`src/rtl/pport_arb_pkg.sv`:
```
// Shared types and constants for the parallel-port bus arbiter.
package pport_arb_pkg;

    typedef enum logic [1:0] {
        IDLE   = 2'd0,
        SETUP  = 2'd1,
        STROBE = 2'd2,
        HOLD   = 2'd3
    } state_t;

    localparam logic REQ_NIOS = 1'b0;
    localparam logic REQ_CNT  = 1'b1;

    localparam int unsigned DEF_DATA_W     = 32;
    localparam int unsigned DEF_SETUP_CYC  = 1;
    localparam int unsigned DEF_STROBE_CYC = 2;
    localparam int unsigned DEF_HOLD_CYC   = 1;
    localparam int unsigned DEF_CNT_W      = 8;

    // Round-robin pick: a lone requester wins, a tie goes to whoever was not granted last.
    function automatic logic rr_pick(input logic [1:0] req, input logic last_grant);
        if (req == 2'b11) begin
            return ~last_grant;
        end
        return req[1] ? REQ_CNT : REQ_NIOS;
    endfunction

endpackage

```
`src/rtl/pport_rr_arb2.sv`:
```
// Two-way round-robin grant with its last-grant pointer.
module pport_rr_arb2
    import pport_arb_pkg::*;
(
    input  logic       clk,
    input  logic       reset_n,
    input  logic [1:0] req,
    input  logic       update_en,
    output logic       grant_c
);

    logic last_grant;

    assign grant_c = rr_pick(req, last_grant);

    // Pointer starts at requester 1 so requester 0 wins the first tie.
    always_ff @(posedge clk or negedge reset_n) begin
        if (!reset_n) begin
            last_grant <= REQ_CNT;
        end else if (update_en) begin
            last_grant <= grant_c;
        end
    end

endmodule

```
`src/rtl/pport_bus_arbiter.sv`:
```
// Shares the external parallel-port bus between the Nios bridge and the counter
// engine, sequencing each access through setup/strobe/hold phases.
module pport_bus_arbiter
    import pport_arb_pkg::*;
#(
    parameter int unsigned DATA_W     = DEF_DATA_W,
    parameter int unsigned SETUP_CYC  = DEF_SETUP_CYC,
    parameter int unsigned STROBE_CYC = DEF_STROBE_CYC,
    parameter int unsigned HOLD_CYC   = DEF_HOLD_CYC,
    parameter int unsigned CNT_W      = DEF_CNT_W
) (
    input  logic              clk,
    input  logic              reset_n,
    input  logic              req0,
    input  logic              we0,
    input  logic [DATA_W-1:0] wdata0,
    output logic [DATA_W-1:0] rdata0,
    output logic              ack0,
    input  logic              req1,
    input  logic              we1,
    input  logic [DATA_W-1:0] wdata1,
    output logic [DATA_W-1:0] rdata1,
    output logic              ack1,
    output logic [DATA_W-1:0] pp_dout,
    input  logic [DATA_W-1:0] pp_din,
    output logic              pp_oe,
    output logic              pp_strobe,
    output logic              pp_we,
    output logic              busy
);

    localparam logic [CNT_W-1:0] SETUP_LD  = CNT_W'(SETUP_CYC - 1);
    localparam logic [CNT_W-1:0] STROBE_LD = CNT_W'(STROBE_CYC - 1);
    localparam logic [CNT_W-1:0] HOLD_LD   = CNT_W'(HOLD_CYC - 1);

    state_t             state_q, state_nx;
    logic [CNT_W-1:0]   cnt_q, cnt_nx;
    logic               grant_q, grant_nx;
    logic               we_q, we_nx;
    logic [DATA_W-1:0]  wdata_q, wdata_nx;
    logic [DATA_W-1:0]  rdata_q, rdata_nx;

    logic               grant_c;
    logic               arb_upd_c;
    logic               busy_nx;
    logic               drive_nx;
    logic               ack_nx;
    logic [DATA_W-1:0]  dout_nx;
    logic [DATA_W-1:0]  rdata_out_nx;

    pport_rr_arb2 u_rr_arb2 (
        .clk       (clk),
        .reset_n   (reset_n),
        .req       ({req1, req0}),
        .update_en (arb_upd_c),
        .grant_c   (grant_c)
    );

    // Next-state, phase counter and transaction latches.
    always_comb begin
        state_nx  = state_q;
        cnt_nx    = cnt_q;
        grant_nx  = grant_q;
        we_nx     = we_q;
        wdata_nx  = wdata_q;
        rdata_nx  = rdata_q;
        arb_upd_c = 1'b0;

        case (state_q)
            IDLE: begin
                if (req0 || req1) begin
                    arb_upd_c = 1'b1;
                    grant_nx  = grant_c;
                    we_nx     = grant_c ? we1 : we0;
                    wdata_nx  = grant_c ? wdata1 : wdata0;
                    rdata_nx  = '0;
                    cnt_nx    = SETUP_LD;
                    state_nx  = SETUP;
                end
            end
            SETUP: begin
                if (cnt_q == '0) begin
                    cnt_nx   = STROBE_LD;
                    state_nx = STROBE;
                end else begin
                    cnt_nx = cnt_q - CNT_W'(1);
                end
            end
            STROBE: begin
                if (cnt_q == '0) begin
                    if (!we_q) begin
                        rdata_nx = pp_din;
                    end
                    cnt_nx   = HOLD_LD;
                    state_nx = HOLD;
                end else begin
                    cnt_nx = cnt_q - CNT_W'(1);
                end
            end
            HOLD: begin
                if (cnt_q == '0) begin
                    state_nx = IDLE;
                end else begin
                    cnt_nx = cnt_q - CNT_W'(1);
                end
            end
            default: begin
                state_nx = IDLE;
            end
        endcase
    end

    // Output values for the coming cycle, so every bus pin leaves a flop.
    always_comb begin
        busy_nx      = (state_nx != IDLE);
        drive_nx     = busy_nx && we_nx;
        ack_nx       = (state_nx == HOLD) && (cnt_nx == '0);
        dout_nx      = drive_nx ? wdata_nx : '0;
        rdata_out_nx = ack_nx ? rdata_nx : '0;
    end

    always_ff @(posedge clk or negedge reset_n) begin
        if (!reset_n) begin
            state_q   <= IDLE;
            cnt_q     <= '0;
            grant_q   <= REQ_NIOS;
            we_q      <= 1'b0;
            wdata_q   <= '0;
            rdata_q   <= '0;
            busy      <= 1'b0;
            pp_oe     <= 1'b0;
            pp_we     <= 1'b0;
            pp_strobe <= 1'b0;
            pp_dout   <= '0;
            ack0      <= 1'b0;
            ack1      <= 1'b0;
            rdata0    <= '0;
            rdata1    <= '0;
        end else begin
            state_q   <= state_nx;
            cnt_q     <= cnt_nx;
            grant_q   <= grant_nx;
            we_q      <= we_nx;
            wdata_q   <= wdata_nx;
            rdata_q   <= rdata_nx;
            busy      <= busy_nx;
            pp_oe     <= drive_nx;
            pp_we     <= drive_nx;
            pp_strobe <= (state_nx == STROBE);
            pp_dout   <= dout_nx;
            ack0      <= ack_nx && (grant_nx == REQ_NIOS);
            ack1      <= ack_nx && (grant_nx == REQ_CNT);
            rdata0    <= (grant_nx == REQ_NIOS) ? rdata_out_nx : '0;
            rdata1    <= (grant_nx == REQ_CNT) ? rdata_out_nx : '0;
        end
    end

endmodule

```
`config.mk`:
```
export PLATFORM = sky130hd
export DESIGN_NAME = pport_bus_arbiter
export DESIGN_NICKNAME = d
export VERILOG_FILES = /design/src/rtl/pport_arb_pkg.sv /design/src/rtl/pport_rr_arb2.sv /design/src/rtl/pport_bus_arbiter.sv
export SDC_FILE = /design/constraint.sdc
export NUM_CORES = 1
export LEC_CHECK = 0
export CORE_ASPECT_RATIO = 2
export CORE_UTILIZATION = 43
export CTS_CLUSTER_DIAMETER = 120
export DETAILED_ROUTE_END_ITERATION = 10
export GPL_TIMING_DRIVEN = 0
export PLACE_DENSITY_LB_ADDON = 0.3
export SLEW_MARGIN = 15
export SYNTH_ARGS = -nofsm -noshare
export SYNTH_HDL_FRONTEND = slang
export SYNTH_SLANG_ARGS = --single-unit
```
`constraint.sdc`:
```
create_clock -name clk -period 3.3 [get_ports clk]
set_clock_uncertainty 0.05 [all_clocks]
set_input_delay 0.66 -clock clk [delete_from_list [all_inputs] [get_ports clk]]
set_output_delay 0.66 -clock clk [all_outputs]
set_load 0.05 [all_outputs]
```
==> results_dict.tcl <==
set metrics [dict create \
    grt_max_degree 115 \
    yosysSeqAreaShare 0.645 \
    gp_congestion 0.802 \
    initial_core_util 0.438 \
    required_ps 3550 \
    synth_nets 705 \
    r2r_start "cnt_q[0]" \
    viasPerCell 5.29 \
    holdBufCountCts 0 \
    maxSlewHeadroom 0.235 \
    yosysMostFrequentCell "dfrtp_1" \
    ys_async_sr_fraction 1.00 \
    finalSetupViolations 0 \
    nNetsFinal 933 \
    tns_ps 0 \
    startpoint "cnt_q[0]" \
    multi_input_area_um2 2390 \
    max_slew.worst_pin.slew_ps 1150 \
    worst-r2r-cell-count 13 \
    cts_tree "yes" \
    coreArea_um2 15800 \
    synthSimpleGateAreaFrac 0.177 \
    crit_arrival_ps 3380 \
    io_buffers 203 \
    drt-wirelength-per-cell_um 18.4 \
    ioPinCount 204 \
    synth-compound-area-share 0.0699 \
    rows 65 \
    max_freq_mhz 320 \
    htree_levels 4 \
    synth_area_um2 6910 \
    drtIter0Drc 285 \
    dr_wl_met3_mm 1.11 \
    ys_warn_count 0 \
    critPathKind "flip-flop to flip-flop" \
    crit_path_max_fanout 10 \
    synthXorXnorAreaFrac 0.00127 \
    cts_root_buf "clkbuf_16" \
    synthMuxAreaShare 0.0493 \
    finalHoldViolCount 0 \
    yosysTopAreaCellShare 0.641 \
    wl_met1_mm 6.56 \
    vias 5505 \
    overflow 0 \
    routed_wl_mm 19.1 \
    min_path_type "input pin to asynchronous set/reset pin" \
    clockBufferDepth 2 \
    met2_length_mm 11.0 \
    cap_violations 0 \
    highest_layer "met4" \
    place_ws_ps -425 \
    ff_latch_area_um2 4460 \
    path_clk_slew_ps 70 \
    antennaDiodeCount 0 \
    drcViolationCount 0 \
    clock-sinks 178 \
    ys_top_cells_by_count "dfrtp_1 (177), nand2_1 (59), nor4_1 (51), o21ai_0 (40)" \
    layout_min_cycle_time_ps 3130 \
    ys_seq_elements 178 \
    grt_usage 0.234 \
    area_growth_pct 47.1 \
    synth_top_family_by_area "simple AND/OR/NAND/NOR gates" \
    synth_edf_count 0 \
    synthAdderAreaFrac 0.00543 \
    finalCritPeriodShare 0.948 \
    rr_endpoint "rdata0[9]" \
    fillers 1228 \
    ant_nets 0 \
    cts-buffers-inserted 17 \
    status "finished, final reports clean" \
    ys_types 42 \
    die_h_um 181 \
    crit_path_start_kind "flip-flop" \
    synth_area_leader_cell "dfrtp_1" \
    hpwl_mm 13.9 \
    grt_antenna_before_repair 0 \
    grt_pass1_wl_mm 29.9 \
    p_leak_nw 4.73 \
    synth_area_leaders "dfrtp_1 (64%), mux2i_1 (4.9%), nor4_1 (4.6%)" \
    rrSetupSlack_ps 170 \
    dr.pass1.iters 4 \
    irDropWorstVdd_uv 506 \
    syn-instance-count 600 \
    die_area_um2 16600 \
    drv_slew 0 \
    chipWidth_um 91.6 \
    drive_above_1_share 0.110 \
    power.density_nw_per_um2 685 \
    synth_ff_type "dfrtp_1" \
    grt_pass1_vias 5982 \
    finalWorstSetupSlack_ps 171 \
    endpoint_kind "flip-flop" \
    clk_latency_ps 410 \
    post_synth.cell_area_avg_um2 11.5 \
]
## cell type report
cell class | count | area share
sequential | 178 | 0.439
inverter | 35 | 0.0129
buffer | 49 | 0.0228
clock inverter | 13 | 0.0169
tap | 201 | 0.0248
multi-input combinational | 338 | 0.235
clock buffer | 18 | 0.0422
timing repair buffer | 209 | 0.207
## cell families (layout without fill, tap and decap cells)
group / count (synthesis) / in the layout
buffers and inverters: 84 / 324
XOR/XNOR: 1 / 1
AO/OA/AOI/OAI: 87 / 87
AND/OR/NAND/NOR: 213 / 213
flip-flops: 178 / 178
adder cells (fa/ha/maj): 3 / 3
multiplexers: 34 / 34
## layer usage
layer | vias to the layer above | GRT usage
met4 | 0 | 0.0933
met3 | 35 | 0.0518
met2 | 206 | 0.453
li1 | 2523 | -
met5 | - | 0
met1 | 2741 | 0.234
## flip-flops by register name, indices dropped and copies added, names as in the netlist
signal and count:
pp_we 1, ack1 1, ack0 1, rdata_q 32
rdata0 32, u_rr_arb2.last_grant 1, grant_q 1, we_q 1
pp_strobe 1, wdata_q 32, cnt_q 8, state_q 2
rdata1 32, pp_dout 32, busy 1
## where the power goes
part	switching [mW]	total, mW	internal (mW)
Combinational	1.52	2.23	0.707
Clock	0.839	2.04	1.20
Sequential	0.156	2.68	2.53
Total	2.52	6.95	4.44
## worst max-delay path, stage by stage, from the launching register on
cell and delay (ps):
dfrtp_1 400, inv_1 90, ha_2 210, or3b_4 400, nor2_4 140, inv_2 70
ha_1 290, nand2_1 80, o21ai_2 100, nand2_1 80, or4_4 460, buf_6 170
buf_6 150, nor4_1 300
## repair_timing
| item | CTS | global route |
|---|---|---|
| buffers inserted | 1 | 4 |
| endpoints found under the setup margin | 66 | 66 |
| resized for setup | 18 | 35 |
| pin swaps | 0 | 2 |
## per-stage QoR
step	cell area (um2)	utilization	power [mW]	hold slack [ps]	std cells
floorplan	6910	-	3.96	314	600
global placement	9190	0.583	4.61	411	1004
detailed placement	9220	0.585	4.72	420	1005
CTS	9930	0.629	6.85	136	1037
global route	10200	0.644	7.29	159	1041
finish	10200	0.644	6.95	130	1041
## how the worst max path moves through the flow
stage | endpoint | slack (ps) | cells past startpoint
floorplan | rdata0[17] | 220 | 13
global placement | rdata0[6] | -5200 | 1
detailed placement | rdata0[23] | -430 | 12
CTS | rdata1[12] | 10 | 12
global route | rdata0[9] | -30 | 13
finish | rdata0[9] | 170 | 13
## placed cells by master (no fill, tap or decap), drive strengths merged, types with 2 or more instances in the layout
master,netlist,routed
mux2i,34,34
a22oi,3,3
nor4,53,53
clkinvlp,0,2
clkinv,0,3
clkdlybuf4s50,0,202
nor4b,14,14
nor2,5,5
ha,3,3
a21oi,29,29
o21ai,42,42
or3,2,2
bufinv,0,3
nand2,59,59
a32oi,2,2
and3,26,26
or4,2,2
inv,35,40
buf,14,21
nor3b,2,2
nand3,9,9
dfrtp,177,177
nor3,3,3
a21o,2,2
a31oi,3,3
nor2b,33,33
clkbuf,35,53
No activity file was read; power rests on OpenSTA's default activity.
